<file path="config.mk">
export PLATFORM = sky130hd
export DESIGN_NAME = data_router_pkt
export DESIGN_NICKNAME = d
export VERILOG_FILES = /design/src/rtl/data_router_pkt.sv
export SDC_FILE = /design/constraint.sdc
export NUM_CORES = 1
export LEC_CHECK = 0
export CORE_MARGIN = 4
export CORE_UTILIZATION = 40
export CTS_CLUSTER_SIZE = 16
export DETAILED_ROUTE_END_ITERATION = 10
export DONT_BUFFER_PORTS = 1
export HOLD_SLACK_MARGIN = 0.05
export PLACE_DENSITY_LB_ADDON = 0.3
export SLEW_MARGIN = 25
export SYNTH_ARGS = -nofsm -noshare
export SYNTH_HDL_FRONTEND = slang
export SYNTH_SLANG_ARGS = --single-unit
</file>
<file path="constraint.sdc">
create_clock -name i_clock -period 5.9 [get_ports i_clock]
set_input_delay 1.18 -clock i_clock [delete_from_list [all_inputs] [get_ports i_clock]]
set_output_delay 1.18 -clock i_clock [all_outputs]
set_load 0.05 [all_outputs]
</file>
<file path="src/rtl/data_router_pkt.sv">
// data_router_pkt: routes framed RX FIFO packets to PC_TX (loopback/status) or the SLM config write port.
// Define DATA_ROUTER_PKT_ACK_EN to append an ack word to PC_TX after every packet.
module data_router_pkt #(
  parameter int DATA_WIDTH      = 32,
  parameter int LEN_WIDTH       = 8,
  parameter int CFG_ADDR_WIDTH  = 6,
  parameter int FIFO_RD_LATENCY = 1
) (
  input  logic                      i_clock,
  input  logic                      i_reset_n,
  input  logic                      i_rx_fifo_empty,
  output logic                      o_rx_fifo_rd_en,
  input  logic [DATA_WIDTH-1:0]     i_rx_fifo_data,
  input  logic                      i_tx_busy,
  output logic                      o_tx_start,
  output logic [DATA_WIDTH-1:0]     o_tx_data,
  output logic                      o_cfg_wr_en,
  output logic [CFG_ADDR_WIDTH-1:0] o_cfg_addr,
  output logic [DATA_WIDTH-1:0]     o_cfg_data,
  input  logic                      i_cfg_ready,
  output logic                      o_pkt_done,
  output logic [7:0]                o_err_count
);
  typedef enum logic [2:0] {IDLE, HDR_WAIT, FETCH, DATA_WAIT, ISSUE, STATUS_TX, ACK_TX, DONE} state_t;
`ifdef DATA_ROUTER_PKT_ACK_EN
  localparam state_t END_ST = ACK_TX;
`else
  localparam state_t END_ST = DONE;
`endif
  localparam logic [1:0] LAT = 2'(FIFO_RD_LATENCY);
  state_t state_q, state_d;
  logic [1:0] lat_q, lat_d, cmd_q, cmd_d;
  logic [CFG_ADDR_WIDTH-1:0] ptr_q, ptr_d, cfg_addr_q, cfg_addr_d;
  logic [LEN_WIDTH-1:0] left_q, left_d;
  logic [DATA_WIDTH-1:0] word_q, word_d, tx_data_q, tx_data_d, cfg_data_q, cfg_data_d;
  logic [15:0] pkt_cnt_q, pkt_cnt_d;
  logic [7:0] err_q, err_d;
  logic rd_en_q, rd_en_d, tx_start_q, tx_start_d, cfg_wr_en_q, cfg_wr_en_d, pkt_done_q, pkt_done_d;
  logic lat_done, tx_ok, word_ok;
  logic [1:0] hdr_cmd;
  logic [LEN_WIDTH-1:0] hdr_len;
  logic [DATA_WIDTH-1:0] status_word;
  assign lat_done    = lat_q == LAT;
  assign hdr_cmd     = i_rx_fifo_data[1:0];
  assign hdr_len     = i_rx_fifo_data[LEN_WIDTH+15:16];
  assign status_word = DATA_WIDTH'({pkt_cnt_q, err_q, 8'h00});
  // busy is ignored the cycle after a start so the serialiser has time to raise it
  assign tx_ok   = !i_tx_busy && !tx_start_q;
  assign word_ok = cmd_q == 2'd0 ? tx_ok : cmd_q == 2'd1 ? cfg_wr_en_q && i_cfg_ready : 1'b1;
`ifdef DATA_ROUTER_PKT_ACK_EN
  logic [LEN_WIDTH-1:0] n_q, n_d;
  logic [DATA_WIDTH-1:0] ack_word;
  assign n_d      = state_q == HDR_WAIT && lat_done ? hdr_len : n_q;
  assign ack_word = DATA_WIDTH'({8'hA5, 6'h00, cmd_q, 16'(n_q)});
  always_ff @(posedge i_clock or negedge i_reset_n)
    if (!i_reset_n) n_q <= '0;
    else n_q <= n_d;
`endif
  always_comb begin
    state_d     = state_q;
    lat_d       = lat_q + 2'd1;
    cmd_d       = cmd_q;
    ptr_d       = ptr_q;
    left_d      = left_q;
    word_d      = word_q;
    pkt_cnt_d   = pkt_cnt_q;
    err_d       = err_q;
    rd_en_d     = 1'b0;
    tx_start_d  = 1'b0;
    tx_data_d   = tx_data_q;
    cfg_wr_en_d = cfg_wr_en_q;
    cfg_addr_d  = cfg_addr_q;
    cfg_data_d  = cfg_data_q;
    pkt_done_d  = 1'b0;
    case (state_q)
      IDLE: if (!i_rx_fifo_empty) begin
        rd_en_d = 1'b1;
        lat_d   = '0;
        state_d = HDR_WAIT;
      end
      HDR_WAIT: if (lat_done) begin
        cmd_d   = hdr_cmd;
        ptr_d   = i_rx_fifo_data[CFG_ADDR_WIDTH+1:2];
        left_d  = hdr_len;
        state_d = hdr_len != '0 ? FETCH : hdr_cmd == 2'd2 ? STATUS_TX : END_ST;
      end
      FETCH: if (left_q != '0 && !i_rx_fifo_empty) begin
        rd_en_d = 1'b1;
        lat_d   = '0;
        state_d = DATA_WAIT;
      end
      DATA_WAIT: if (lat_done) begin
        word_d  = i_rx_fifo_data;
        state_d = ISSUE;
      end
      ISSUE: begin
        if (cmd_q == 2'd0 && tx_ok) begin
          tx_start_d = 1'b1;
          tx_data_d  = word_q;
        end
        if (cmd_q == 2'd1 && !cfg_wr_en_q) begin
          cfg_wr_en_d = 1'b1;
          cfg_addr_d  = ptr_q;
          cfg_data_d  = word_q;
        end
        if (cmd_q == 2'd1 && cfg_wr_en_q && i_cfg_ready) begin
          cfg_wr_en_d = 1'b0;
          ptr_d       = ptr_q + CFG_ADDR_WIDTH'(1);
        end
        if (word_ok) begin
          left_d  = left_q - LEN_WIDTH'(1);
          state_d = left_q != LEN_WIDTH'(1) ? FETCH : cmd_q == 2'd2 ? STATUS_TX : END_ST;
        end
      end
      STATUS_TX: if (tx_ok) begin
        tx_start_d = 1'b1;
        tx_data_d  = status_word;
        state_d    = END_ST;
      end
`ifdef DATA_ROUTER_PKT_ACK_EN
      ACK_TX: if (tx_ok) begin
        tx_start_d = 1'b1;
        tx_data_d  = ack_word;
        state_d    = DONE;
      end
`endif
      DONE: begin
        pkt_done_d = 1'b1;
        pkt_cnt_d  = pkt_cnt_q + 16'd1;
        err_d      = cmd_q == 2'd3 && err_q != 8'hFF ? err_q + 8'd1 : err_q;
        state_d    = IDLE;
      end
      default: state_d = IDLE;
    endcase
  end
  always_ff @(posedge i_clock or negedge i_reset_n)
    if (!i_reset_n) begin
      state_q     <= IDLE;
      lat_q       <= '0;
      cmd_q       <= '0;
      ptr_q       <= '0;
      left_q      <= '0;
      word_q      <= '0;
      pkt_cnt_q   <= '0;
      err_q       <= '0;
      rd_en_q     <= 1'b0;
      tx_start_q  <= 1'b0;
      tx_data_q   <= '0;
      cfg_wr_en_q <= 1'b0;
      cfg_addr_q  <= '0;
      cfg_data_q  <= '0;
      pkt_done_q  <= 1'b0;
    end else begin
      state_q     <= state_d;
      lat_q       <= lat_d;
      cmd_q       <= cmd_d;
      ptr_q       <= ptr_d;
      left_q      <= left_d;
      word_q      <= word_d;
      pkt_cnt_q   <= pkt_cnt_d;
      err_q       <= err_d;
      rd_en_q     <= rd_en_d;
      tx_start_q  <= tx_start_d;
      tx_data_q   <= tx_data_d;
      cfg_wr_en_q <= cfg_wr_en_d;
      cfg_addr_q  <= cfg_addr_d;
      cfg_data_q  <= cfg_data_d;
      pkt_done_q  <= pkt_done_d;
    end
  assign o_rx_fifo_rd_en = rd_en_q;
  assign o_tx_start      = tx_start_q;
  assign o_tx_data       = tx_data_q;
  assign o_cfg_wr_en     = cfg_wr_en_q;
  assign o_cfg_addr      = cfg_addr_q;
  assign o_cfg_data      = cfg_data_q;
  assign o_pkt_done      = pkt_done_q;
  assign o_err_count     = err_q;
endmodule

</file>
=== Word level (Yosys, flattened, before mapping) ===
Cells that the tools add are included.

* Register bits after elaboration: 151
* Input bits: 37
* Output and inout port bits: 82
* Word-level logic and storage cells: 103

* Add/sub/neg operators: 5
* Equality and inequality tests: 21
* Multiplexer cells: 34
* Reductions and logical operators: 28

{| class="wikitable"
|+ Operators by type and width
! operator !! count
|-
| 2-to-1 mux 32 bit || 2
|-
| case mux 32 bit (2 select lines) || 1
|-
| 2-to-1 mux 3 bit || 8
|-
| case mux 3 bit (6 select lines) || 1
|-
| adder 16 x 1 -> 16 bit, second input constant || 1
|-
| 2-to-1 mux 8 bit || 2
|-
| inequality test 2 bit, second input constant || 8
|-
| case mux 8 bit (2 select lines) || 1
|-
| nonzero test 8 bit || 2
|-
| 2-to-1 mux 6 bit || 2
|-
| case mux 6 bit (2 select lines) || 1
|-
| AND reduction 2 bit || 5
|-
| equality test 3 bit, second input constant || 3
|-
| 2-to-1 mux 1 bit || 9
|-
| AND reduction 3 bit || 3
|-
| adder 8 x 1 -> 8 bit, second input constant || 1
|-
| logical AND 1 bit || 8
|-
| 2-to-1 mux 2 bit || 4
|-
| inequality test 8 x 1 -> 1 bit, second input constant || 1
|-
| inequality test 8 bit, second input constant || 1
|-
| subtractor 8 x 1 -> 8 bit, second input constant || 1
|-
| adder 6 x 1 -> 6 bit, second input constant || 1
|-
| equality test 2 bit, second input constant || 3
|-
| equality test 3 x 2 -> 1 bit, second input constant || 2
|-
| 10 further kinds || 17
|}

=== Logic depth before layout (Yosys ltp) ===
* Depth in word-level cells: 5
* Gate-level depth with buffers: 8
* Mapped depth without buffers: 6

=== Worst setup path after synthesis ===
Ideal clock, no wire load.

* Path kind: input -> register
* Start: input port i_tx_busy
* End: register left_q[0]
* Setup time: 0.126 ns
* Data arrival time: 2.391 ns
* Data required time: 5.774 ns
* Slack: 3.383 ns
* Stages: 5
* Path buffers: 1
* Path through: or2_2 -> a221o_1 -> buf_6 -> and3_1 -> a311o_1

* Word-level cells in the longest chain between the ends: 5

{| class="wikitable"
|+ Ends and longest elaborated chain
! what !! line !! text
|-
| start: declaration || 14 || <nowiki>input logic i_tx_busy,</nowiki>
|-
| logical NOT 1 bit || 48 || <nowiki>assign tx_ok = !i_tx_busy && !tx_start_q;</nowiki>
|-
| logical AND 1 bit || 48 ||
|-
| 2-to-1 mux 1 bit || 49 || <nowiki>assign word_ok = cmd_q == 2'd0 ? tx_ok : cmd_q == 2'd1 ? cfg_wr_en_q && i_cfg_ready : 1'b1;</nowiki>
|-
| inequality test 2 bit (no source line) || -- ||
|-
| AND reduction 3 bit (no source line) || -- ||
|-
| end signal: assignment || 158 || <nowiki>left_q <= left_d;</nowiki>
|-
| end: declaration || 34 || <nowiki>logic [LEN_WIDTH-1:0] left_q, left_d;</nowiki>
|}

Every way passes these cells.
A chain may end at the register's enable or synchronous reset.

=== Worst setup path after layout ===
* Start: register state_q[2]
* End: register cfg_data_q[10], in the netlist o_cfg_data[10]

* Word-level cells in the longest chain between the ends: 2

{| class="wikitable"
|+ Ends and longest elaborated chain
! what !! line !! text
|-
| start: declaration || 31 || <nowiki>state_t state_q, state_d;</nowiki>
|-
| start signal: assignment || 154 || <nowiki>state_q <= state_d;</nowiki>
|-
| equality test 3 bit || 75 || <nowiki>case (state_q)</nowiki>
|-
| AND reduction 2 bit (no source line) || -- ||
|-
| end signal: assignment || 167 || <nowiki>cfg_data_q <= cfg_data_d;</nowiki>
|-
| end: declaration || 35 || <nowiki>logic [DATA_WIDTH-1:0] word_q, word_d, tx_data_q, tx_data_d, cfg_data_q, cfg_data_d;</nowiki>
|}

Every way passes these cells.

==> impl_results.rst <==
.. list-table::
   :header-rows: 1

   * - Metric
     - Value
   * - Outcome
     - complete, no violations
   * - Largest fanout on the critical path
     - 38
   * - Sequential-to-total area share from yosys stat
     - 57.8%
   * - Delay of the slowest cell on the worst path
     - 0.74 ns
   * - Transition time at the pin with the least slew margin
     - 0.930 ns
   * - Count leader, synth
     - sky130_fd_sc_hd__dfrtp_1
   * - Final worst-path setup slack
     - 3.20 ns
   * - Area delta synth->final
     - 11.6%
   * - Nets@finish
     - 578
   * - Worst-case vdd ir drop
     - 0.000277 V
   * - Slew headroom
     - 37.7%
   * - Initial cell density of the core
     - 41.0%
   * - Number of standard cells after synthesis
     - 543
   * - Final cell count without fillers
     - 763
   * - Ratio of final minimum period to clock period
     - 45.8%
   * - Die width
     - 136 um
   * - Half-perimeter wire length of the detailed placement result
     - 10500 um
   * - Post-synth top cells
     - 151 x sky130_fd_sc_hd__dfrtp_1, 74 x sky130_fd_sc_hd__mux2_2, 59 x sky130_fd_sc_hd__nand2_1
   * - Number of unique standard cell types used by synthesis
     - 57
   * - Clock root buffer master
     - sky130_fd_sc_hd__clkbuf_16
   * - Placed cells
     - 730
   * - Worst hold path type
     - flop to flop
   * - Number of warning messages in the yosys log
     - 0
   * - Post-placement setup slack
     - 3.19 ns
   * - Number of buffers inserted during clock tree synthesis
     - 17
   * - Clk slew on worst S/H paths
     - 0.06 ns
   * - Post-CTS setup-driven buffer insertion count
     - 0
   * - Total of fill cells in the finished design
     - 1474
   * - Crit path capture
     - o_cfg_data[10]
   * - Slack of the worst reg-to-reg path
     - 3.20 ns
   * - H-tree lvl count
     - 4
   * - Vertical extent of the die
     - 136 um
   * - Setup repair after global routing missed its margin
     - false
   * - Total detailed-routing wirelength
     - 15200 um
   * - Flip-flop cell with the highest count after synthesis
     - sky130_fd_sc_hd__dfrtp_1
   * - CTS tree
     - done
   * - CP arrival
     - 3.01 ns
   * - Largest net degree at the start of global routing
     - 152
   * - Top-area cell type share of the netlist area
     - 57.8%
   * - Global route overflow
     - 0
   * - Max capacitance violation total
     - 0
   * - Cell with the largest stage delay on the worst path
     - sky130_fd_sc_hd__or3b_1
   * - Number of optimization iterations in the first detailed-route pass
     - 4
   * - Start of the worst register-to-register path
     - state_q[2]
   * - First-pass GRT wire length
     - 24500 um
   * - Maximum achievable frequency
     - 370 MHz
   * - Worst clock skew
     - 0.0106 ns
   * - Leakage power figure
     - 3.21 nW
   * - Initial antenna violation count
     - 0
   * - Synthesized net count
     - 587
   * - Final setup violation count
     - 0
   * - Endpoints failing hold
     - 0
   * - Critical path launch point
     - state_q[2]
   * - Number of global-route vias before repair
     - 4386
   * - Last weighted congestion value of the routability-driven placer
     - 0.763
   * - Max clock buf depth
     - 2
   * - All-layer global routing usage
     - 17.3%
   * - Remaining antenna violation count
     - 0
   * - Layout cell share with drive strength beyond 1
     - 21.4%
   * - Number of vias per cell
     - 5.58
   * - Number of DRC markers after the initial detailed-route iteration
     - 278
   * - Standard cell core area
     - 15900 um2
   * - Post-CTS sizing
     - 0
   * - Total die area
     - 18400 um2
   * - Capturing point of the worst reg2reg path
     - o_cfg_data[10]
   * - Final Max Slew Viols
     - 0
   * - Count of flip-flops with a built-in enable after synthesis
     - 0
   * - Diodes inserted
     - 0
   * - WL per Instance
     - 20.0 um
   * - Worst skew pair latency
     - 0.43 ns
   * - CTS Sinks
     - 151
   * - Critical path capture point type
     - flop
   * - Minimum clock period
     - 2.70 ns
   * - Synth area leader
     - sky130_fd_sc_hd__dfrtp_1
   * - Critical Path, Cell by Cell
     - or3b_1 > nor3_2 > buf_4 > mux2_2
   * - Cell row count
     - 46
   * - Endpoint required time on the critical path
     - 6.21 ns
   * - Most area-consuming cells after synthesis
     - sky130_fd_sc_hd__dfrtp_1 58%, sky130_fd_sc_hd__mux2_2 13%, sky130_fd_sc_hd__nand2_1 3.4%
   * - Sum Neg Setup Slack
     - 0 ns
   * - Worst reg2reg path depth
     - 4
   * - Syn Area/Cell
     - 12.0 um2
   * - Vias post-DR
     - 4254
   * - Startpoint Class
     - flop
   * - Total power divided by cell area
     - 618 nW/um2
   * - Number of flip-flops and latches in the synthesized netlist
     - 151
   * - # hold bufs at CTS
     - 0
   * - Top-Level Pins
     - 119
   * - Count of input and output buffers
     - 0
   * - Netlist area before placement
     - 6530 um2
   * - Category of the critical setup timing path
     - flop to flop
   * - DRC violations left
     - 0
   * - Synth async-reset ratio
     - 100%
## layout by cell type (no fill, tap or decap), types with 5 or more instances in the layout
cell type and n:
sky130_fd_sc_hd__a22o_1 10, sky130_fd_sc_hd__inv_1 7, sky130_fd_sc_hd__dfrtp_1 151, sky130_fd_sc_hd__a21oi_1 5, sky130_fd_sc_hd__ha_1 7, sky130_fd_sc_hd__nand3_1 12
sky130_fd_sc_hd__o21ai_0 29, sky130_fd_sc_hd__nor2_1 17, sky130_fd_sc_hd__o22ai_1 26, sky130_fd_sc_hd__xor2_1 7, sky130_fd_sc_hd__clkbuf_16 17, sky130_fd_sc_hd__nand4_1 13
sky130_fd_sc_hd__nand2_1 59, sky130_fd_sc_hd__and3_1 11, sky130_fd_sc_hd__xnor2_1 14, sky130_fd_sc_hd__nor4_1 7, sky130_fd_sc_hd__mux2_2 74, sky130_fd_sc_hd__a31oi_1 5
## final cells by class
type / count / area (um2) / share of cell area [%]
well taps: 216 / 270 / 3.71
multi-input cells: 352 / 2580 / 35.3
inverters: 8 / 30.0 / 0.412
repair buffers: 4 / 30.0 / 0.412
flip-flops and latches: 151 / 3780 / 51.8
clock inverters: 12 / 151 / 2.08
clock buffers: 20 / 457 / 6.26
## logic make-up (layout without fill, tap and decap cells)
logic type | Yosys count | count (layout) | share of synthesized area (%)
and+or+nand+nor | 146 | 146 | 11.4
adders and majority gates | 7 | 7 | 1.34
xor gates and xnor gates | 21 | 21 | 2.82
AOI/OAI and AO/OA | 103 | 103 | 10.8
buffers and inverters | 40 | 44 | 2.83
muxes | 75 | 75 | 12.9
DFF | 151 | 151 | 57.8
## per-stage QoR
| step | hold slack [ns] | instance area, um2 | util, % | total power [W] |
|---|---|---|---|---|
| 6_report | 0.429 | 7290 | 45.7 | 0.00450 |
| 5_1_grt | 0.425 | 7290 | 45.7 | 0.00475 |
| 4_1_cts | 0.424 | 7280 | 45.7 | 0.00455 |
| 3_5_place_dp | 0.426 | 6680 | 41.9 | 0.00343 |
| 3_3_place_gp | 0.422 | 6680 | 41.9 | 0.00338 |
| 2_1_floorplan | 0.410 | 6530 | - | 0.00316 |
## state kept, by name (all words and copies together) (netlist names)
| signal | count |
|---|---|
| o_cfg_data | 32 |
| lat_q | 2 |
| o_cfg_addr | 6 |
| cmd_q | 2 |
| word_q | 32 |
| o_pkt_done | 1 |
| left_q | 8 |
| o_rx_fifo_rd_en | 1 |
| o_tx_start | 1 |
| o_err_count | 8 |
| o_cfg_wr_en | 1 |
| pkt_cnt_q | 16 |
| o_tx_data | 32 |
| ptr_q | 6 |
| state_q | 3 |
## layer usage
metal,vias to the layer above,global-route usage [%],wire [um]
met5,-,0,0
met4,0,5.88,208
li1,1973,-,-
met1,2125,21.0,6350
met2,136,27.1,7130
met3,20,8.28,1540
## power by group
group | internal, W | switching (W) | total, W
combinational | 0.000447 | 0.000397 | 0.000844
sequential | 0.00142 | 0.00113 | 0.00255
clock | 0.000686 | 0.000424 | 0.00111
## how the worst min path moves through the flow
stage               startpoint       endpoint  slack [ns]  cells after the start
floorplan             lat_q[0]       lat_q[0]        0.41                      1
global placement      lat_q[0]       lat_q[0]        0.42                      1
detailed placement    lat_q[0]       lat_q[0]        0.43                      1
CTS                  i_reset_n  o_tx_data[14]        0.42                      0
global route         i_reset_n   pkt_cnt_q[5]        0.43                      0
finish                lat_q[0]       lat_q[0]        0.43                      1
## worst max-delay path: cells and delay by family, from the launching register on
family | cells | cell delay (ns)
buffers and inverters | 1 | 0.51
muxes | 1 | 0.41
DFF | 1 | 0.66
and+or+nand+nor | 2 | 0.99
(Power assumes the default switching activity.)
